--- config.mk ---
export PLATFORM = sky130hd
export DESIGN_NAME = hazard_ctrl
export DESIGN_NICKNAME = d
export VERILOG_FILES = /design/src/rtl/hazard_ctrl.sv
export SDC_FILE = /design/constraint.sdc
export NUM_CORES = 1
export LEC_CHECK = 0
export CAP_MARGIN = 20
export CELL_PAD_IN_SITES_DETAIL_PLACEMENT = 2
export CELL_PAD_IN_SITES_GLOBAL_PLACEMENT = 2
export CORE_ASPECT_RATIO = 0.9
export CORE_MARGIN = 3
export CORE_UTILIZATION = 31
export CTS_CLUSTER_SIZE = 30
export DETAILED_ROUTE_END_ITERATION = 8
export PLACE_DENSITY = 0.8
export SYNTH_ARGS = -nofsm -noshare
export SYNTH_HDL_FRONTEND = slang
export SYNTH_SLANG_ARGS = --single-unit
--- constraint.sdc ---
create_clock -name clk -period 2.45 [get_ports clk]
set_input_delay 0.49 -clock clk [delete_from_list [all_inputs] [get_ports clk]]
set_output_delay 0.49 -clock clk [all_outputs]
set_load 0.02 [all_outputs]
--- src/rtl/hazard_ctrl.sv ---
// hazard_ctrl
// Stall/bypass controller for the 5-stage pipeline. Keeps a shadow E/M/W
// scoreboard of destination register and Tnew, plus a HI/LO busy counter for
// the multiply/divide unit, and decides D-stage stalls and bypass selects.
//
// Optional feature: define HAZARD_STALL_CNT_EN to add a 32-bit free-running
// count of stalled cycles (output stall_cnt).
//
// Ports
//   clk, reset          clock (rising edge), async active-high reset
//   rs_d, rt_d          D-stage source registers (0 = not read)
//   tuse_rs_d/tuse_rt_d cycles until operand is needed; 3 = not used
//   a3_d, tnew_d        D-stage destination and its Tnew on entering E
//   md_start_d          D instr starts mult/div; md_div_d selects div
//   md_use_d            D instr touches HI/LO
//   en_PC, en_D, clr    PC enable, D register enable, E flush
//   fwd_rs, fwd_rt      D bypass select: 0 GRF, 1 E, 2 M, 3 W
//   md_busy             multiply/divide unit busy
//   stall_cnt           (HAZARD_STALL_CNT_EN only) stalled-cycle count
module hazard_ctrl #(
    parameter int MULT_CYC = 5,
    parameter int DIV_CYC  = 10,
    parameter int CNT_W    = 4
) (
    input  logic       clk,
    input  logic       reset,
    input  logic [4:0] rs_d,
    input  logic [4:0] rt_d,
    input  logic [1:0] tuse_rs_d,
    input  logic [1:0] tuse_rt_d,
    input  logic [4:0] a3_d,
    input  logic [1:0] tnew_d,
    input  logic       md_start_d,
    input  logic       md_div_d,
    input  logic       md_use_d,
    output logic       en_PC,
    output logic       en_D,
    output logic       clr,
    output logic [1:0] fwd_rs,
    output logic [1:0] fwd_rt,
    output logic       md_busy
`ifdef HAZARD_STALL_CNT_EN
    ,
    output logic [31:0] stall_cnt
`endif
);

    logic [4:0]       a3_e, a3_m, a3_w;
    logic [1:0]       tnew_e, tnew_m;
    logic             md_e;
    logic             md_div;
    logic [CNT_W-1:0] cnt;

    logic stall_rs, stall_rt, stall_md, stall;

    // A source only stalls if its producer will not be ready by the time the
    // operand is consumed; tuse=3 never compares below any Tnew.
    assign stall_rs = (rs_d != 5'd0) &&
                      (((rs_d == a3_e) && (tuse_rs_d < tnew_e)) ||
                       ((rs_d == a3_m) && (tuse_rs_d < tnew_m)));
    assign stall_rt = (rt_d != 5'd0) &&
                      (((rt_d == a3_e) && (tuse_rt_d < tnew_e)) ||
                       ((rt_d == a3_m) && (tuse_rt_d < tnew_m)));
    // md_e covers the issue cycle before the counter has been loaded.
    assign stall_md = md_use_d && (md_busy || md_e);
    assign stall    = stall_rs | stall_rt | stall_md;

    assign en_PC   = ~stall;
    assign en_D    = ~stall;
    assign clr     = stall;
    assign md_busy = (cnt != '0);

    function automatic logic [1:0] bypass_sel(
        input logic [4:0] r,
        input logic [4:0] ae, input logic [1:0] te,
        input logic [4:0] am, input logic [1:0] tm,
        input logic [4:0] aw
    );
        logic [1:0] sel;
        sel = 2'd0;
        if (r != 5'd0) begin
            if ((r == ae) && (te == 2'd0))      sel = 2'd1;
            else if ((r == am) && (tm == 2'd0)) sel = 2'd2;
            else if (r == aw)                   sel = 2'd3;
        end
        return sel;
    endfunction

    assign fwd_rs = bypass_sel(rs_d, a3_e, tnew_e, a3_m, tnew_m, a3_w);
    assign fwd_rt = bypass_sel(rt_d, a3_e, tnew_e, a3_m, tnew_m, a3_w);

    always_ff @(posedge clk or posedge reset) begin
        if (reset) begin
            a3_e   <= 5'd0;
            tnew_e <= 2'd0;
            a3_m   <= 5'd0;
            tnew_m <= 2'd0;
            a3_w   <= 5'd0;
            md_e   <= 1'b0;
            md_div <= 1'b0;
            cnt    <= '0;
        end else begin
            if (stall) begin
                a3_e   <= 5'd0;
                tnew_e <= 2'd0;
            end else begin
                a3_e   <= a3_d;
                tnew_e <= tnew_d;
            end
            a3_m   <= a3_e;
            tnew_m <= (tnew_e == 2'd0) ? 2'd0 : tnew_e - 2'd1;
            a3_w   <= a3_m;
            md_e   <= md_start_d && !stall;
            md_div <= md_start_d && md_div_d && !stall;
            if (md_e)
                cnt <= md_div ? CNT_W'(DIV_CYC) : CNT_W'(MULT_CYC);
            else if (cnt != '0)
                cnt <= cnt - 1'b1;
        end
    end

`ifdef HAZARD_STALL_CNT_EN
    always_ff @(posedge clk or posedge reset) begin
        if (reset)
            stall_cnt <= 32'd0;
        else if (stall)
            stall_cnt <= stall_cnt + 32'd1;
    end
`endif

endmodule

# ---- Word level (Yosys, flattened, before mapping)
# Index checks and enable logic that the tools add are counted.
dict set report classes {
  bitwise 3
  reduce_logical 24
  n_mux 14
  shifts 0
  div 0
  eq_ne 6
  addsub 2
  mul 0
  n_lt_le_gt_ge 4
}
# cell n
set ops {}
lappend ops {{5-bit == test} 6}
lappend ops {{2-bit two-way mux} 10}
lappend ops {{1-bit logical AND} 14}
lappend ops {{4-bit two-way mux} 3}
lappend ops {{5-bit nonzero test} 2}
lappend ops {{2-bit < comparator} 4}
lappend ops {{5-bit two-way mux} 1}
lappend ops {{2-bit zero test} 2}
lappend ops {{4-bit nonzero test} 1}
lappend ops {{4-bit by 1-bit subtractor with 4-bit output, second input constant} 1}
lappend ops {{1-bit logical OR} 3}
lappend ops {{1-bit bitwise OR} 2}
lappend ops {{2-bit nonzero test} 1}
lappend ops {{2-bit by 1-bit subtractor with 2-bit output, second input constant} 1}
lappend ops {{1-bit zero test} 1}
lappend ops {{1-bit NOT} 1}
dict set report word_totals {
  romBits 0
  reg_bits 25
  input_bits 26
  output_inout_bits 8
  ram_bits 0
  latch_bits 0
  mem_count 0
}

# ---- Longest topological paths before layout
dict set report logic_depth {
  ltp_word 8
  depth_mapped 10
  depth_no_buf 7
}

# ---- Worst setup path after synthesis
# OpenSTA, ideal clock, no wires.
dict set report synth_path {
  path_type {register to output}
  startpoint {register cnt[0]}
  endpoint {output port en_PC}
  stages_incl_launch_ff 11
  arrival_time_ps 1879
  setup_slack_ps 81
  t_required_ps 1960
  n_path_buf 3
  cell_sequence {dfrtp_1 inv_1 ha_1 and2_1 buf_2 inv_2 o21ai_1 nand3_1 buf_2 nor2_1 buf_4}
}
dict set report synth_via {
  elab_chain_len 5
}
# element line
set synth_lines {}
lappend synth_lines {{from (decl)} 52} ;# logic [CNT_W-1:0] cnt;
lappend synth_lines {{from (signal assigned)} 116} ;# cnt <= md_div ? CNT_W'(DIV_CYC) : CNT_W'(MULT_CYC);
lappend synth_lines {{from (signal assigned)} 118} ;# cnt <= cnt - 1'b1;
lappend synth_lines {{4-bit nonzero test} 71} ;# assign md_busy = (cnt != '0);
lappend synth_lines {{via md_busy} 41} ;# output logic md_busy
lappend synth_lines {{1-bit logical OR} 65} ;# assign stall_md = md_use_d && (md_busy || md_e);
lappend synth_lines {{1-bit logical AND} 65}
lappend synth_lines {{1-bit bitwise OR} 66} ;# assign stall = stall_rs | stall_rt | stall_md;
lappend synth_lines {{1-bit NOT} -}
lappend synth_lines {{to (decl)} 36} ;# output logic en_PC,
# The timed path passes the listed nets, and every way through them passes these cells.

# ---- Worst setup path after layout
dict set report layout_path {
  startpoint {input port rt_d[3]}
  endpoint {output port clr}
}
dict set report layout_via {
  elab_chain_len 6
}
# element line
set layout_lines {}
lappend layout_lines {{from (decl)} 28} ;# input logic [4:0] rt_d,
lappend layout_lines {{5-bit == test, on equally long branches} {62, 63}}
lappend layout_lines {{1-bit logical AND, on equally long branches} {62, 63}}
lappend layout_lines {{1-bit logical OR} 62} ;# (((rt_d == a3_e) && (tuse_rt_d < tnew_e)) ||
lappend layout_lines {{1-bit logical AND *} 61} ;# assign stall_rt = (rt_d != 5'd0) &&
lappend layout_lines {{1-bit bitwise OR * (2 in a row)} 66}
lappend layout_lines {{to (decl)} 38} ;# output logic clr,
# Mark *: on every way between the ends. The rest lies on a longest branch, timed or not.

==> results.yml <==
status:
  status: "complete, no violations"
synthesis:
  ys_types: 32
  netlist_area_mm2: 0.001493
  synth-seq-cells: 25
  yosysSeqAreaShare: 0.4191
  synth_cells: 146
  synthesis.nets: 178
  syn_avg_cell_area_um2: 10.22
  ys.warnings.count: 0
run:
  cap_viol_max_count: 0
worst_setup_path:
  worst-path-buf-inv: 3
  worstPathRequired_ps: 1960
  crit_top_cell: "buf_6"
  crit_path_top_delay_cell: "or4_4"
  crit_type: "input port to output pin"
  worst_ep_arrival_time_ps: 1930
  cp_max_fo: 3
  endpoint_kind: "output pin"
  path_delay_family: "simple AND/OR/NAND/NOR gates"
  cp_cell_sequence: "clkdlybuf4s15_2, buf_6, or4_4, nor2_4, a21oi_4, or2_1, buf_6"
  startpoint_type: "input port"
  slowest_delay_ps: 530
sta:
  tns_ps: 0
  slew_headroom: 0.7830
  setup_viol: 0
  worst_slack_ps: 29.58
  slew_violations: 0
  finalHoldWorstSlack_ps: 446.1
  finalClockSkew_ps: 4.489
  post-route-min-period_ps: 2420
  tightest_slew_ps: 325.6
  finalHoldViolations: 0
  fmax_ghz: 0.4132
  grt_setup_unrepaired: "yes"
  period_share: 0.9879
detailed_routing:
  drt_iter0_markers: 33
  wl_per_cell_um: 18.99
  postRouteAntennaNets: 0
  vias: 1298
  vias_per_cell: 4.825
  wl_mm: 5.109
  first_pass_iters: 4
  drc_errors: 0
cells_and_area:
  final_common_cell: "buf_4"
  design_area_mm2: 0.002167
  final_cell_mix: "28 x buf_4, 25 x dfrtp_1, 24 x xor2_1"
  drive_gt1_frac: 0.3382
  fin_cells: 269
  fin_nets: 240
  n_antenna_cell: 0
  fillers: 519
  syn_to_final_growth_pct: 45.18
  fin_util: 0.4766
power:
  p_per_area_mw_per_mm2: 672.5
  clockPowerShare: 0.170
  power.leakage_nw: 0.9955
  intPower_uw: 930.7
  p_seq_frac: 0.381
  swShare: 0.3614
  fin_total_pwr_mw: 1.457
  p_sw_uw: 526.6
  combPwrFrac: 0.449
  max-vdd-ir-drop_v: 0.0002775
placement:
  dp_slack_ps: -685.1
  gp_congestion: 0.8211
  dp_hpwl_mm: 4.069
  dp_cells: 264
  place_area_mm2: 0.002074
  numPortBuffers: 33
cts:
  clockBufferDepth: 2
  clk_latency_ps: 270
  clk_pin_slew_worst_paths_ps: 90
  cts_root_buffer: "clkbuf_8"
  cts_sinks: 25
  ctsHoldBuffers: 0
  numCtsBuffers: 3
  cts_tree: "yes"
  h-tree-depth: 1
floorplan:
  fp.dieH_um: 71.83
  coreArea_mm2: 0.004547
  ioPinCount: 34
  start_util: 0.3283
  die_area_mm2: 0.005685
  fp-row-count: 23
  fp.dieW_um: 79.15
global_route:
  grt.overflow.total: 0
  grt_pass1_wl_mm: 8.411
  antenna_found_initial: 0
  grt_use_total: 0.1969
  grt_pass1_vias: 1530
  grt_max_degree: 26
worst_hold_path:
  hold_class: "register to register"
[power by group through the flow]
stage               Combinational [mW]  Clock, mW  Sequential, mW
floorplan                        0.311          0           0.548
global placement                 0.569          0           0.551
detailed placement               0.626          0           0.563
CTS                              0.653      0.256           0.557
global route                     0.718      0.276           0.566
finish                           0.654      0.248           0.555
[what timing repair did]
item                                    CTS  global route
endpoints found under the setup margin    7             6
endpoints found under the hold margin     0             0
pin swaps                                10             2
resized for setup                        61             9
buffers inserted                          1             0
[worst reg2reg max path: cells and delay by family (launching register included)]
family / cells / cell delay (ps)
buf+inv: 4 / 430
flops: 1 / 400
fa+ha+maj: 1 / 190
simple gates: 3 / 450
compound gates: 1 / 140
[Yosys cell counts]
| master | count | area share |
|---|---|---|
| nor3_2 | 1 | 0.0067 |
| nor3b_2 | 8 | 0.067 |
| xor2_1 | 24 | 0.14 |
| nand2b_1 | 7 | 0.029 |
| nand3_1 | 7 | 0.023 |
| nor2_4 | 1 | 0.0075 |
| buf_4 | 1 | 0.0050 |
| nor2b_1 | 2 | 0.0084 |
| inv_1 | 5 | 0.013 |
| nor2_1 | 12 | 0.030 |
| o21ai_1 | 1 | 0.0033 |
| ha_1 | 6 | 0.050 |
| o21ai_0 | 1 | 0.0033 |
| or4_4 | 1 | 0.0075 |
| or3_1 | 1 | 0.0042 |
| xnor2_1 | 8 | 0.047 |
| nand4_1 | 2 | 0.0084 |
| a21boi_1 | 1 | 0.0050 |
| a211oi_1 | 2 | 0.010 |
| nand3b_1 | 1 | 0.0050 |
| a221oi_1 | 1 | 0.0059 |
| or2_1 | 1 | 0.0042 |
| a21oi_2 | 1 | 0.0059 |
| inv_2 | 1 | 0.0025 |
| buf_2 | 2 | 0.0067 |
| dfrtp_1 | 25 | 0.42 |
| o31ai_1 | 1 | 0.0050 |
| buf_6 | 1 | 0.0075 |
| nor3_1 | 8 | 0.027 |
| nand2_1 | 5 | 0.013 |
| a21oi_1 | 6 | 0.020 |
| and2_1 | 2 | 0.0084 |
[worst paths after layout]
path | depth (start not counted) | startpoint | end | slack [ps]
worst max-delay path | 7 | rt_d[3] | clr | 30
worst max register to register | 9 | cnt[0] | a3_e[0] | 750
min in group asynchronous | 3 | reset | md_e | 570
worst min-delay path | 0 | a3_m[0] | a3_w[0] | 450
worst min register to register | 0 | a3_m[0] | a3_w[0] | 450
max in group asynchronous | 3 | reset | a3_w[4] | 1630
[final cells by class]
cell class	instances	area, um2	area share
clock buffer	3	41.29	0.01905
clock inverter	1	5.005	0.002309
inverter	6	22.52	0.01039
multi-input combinational	111	888.4	0.4099
sequential	25	625.6	0.2887
tap	62	77.57	0.03580
timing repair buffer	61	506.7	0.2338
[layer usage]
metal  up-vias  track usage  routed length, um
met5         -            0                  0
met4         0      0.05725                 57
met3         4      0.01256                116
met2        26       0.3617               2682
met1       661       0.2484               2252
li1        607            -                  -
[state kept, by name, indices dropped and copies added, names as in the netlist]
| register | count |
|---|---|
| tnew_e | 2 |
| md_e | 1 |
| a3_w | 5 |
| cnt | 4 |
| md_div | 1 |
| a3_m | 5 |
| a3_e | 5 |
| tnew_m | 2 |
[cell families (layout without fill, tap and decap cells)]
logic type      count (synthesis)  count (layout)  share of synthesized area
flops                          25              25                     0.4191
buf+inv                        10              71                    0.03437
fa+ha+maj                       6               6                    0.05029
xor+xnor                       32              32                     0.1878
compound gates                 14              14                    0.05867
simple gates                   59              59                     0.2498
No activity file was read; power rests on OpenSTA's default activity.
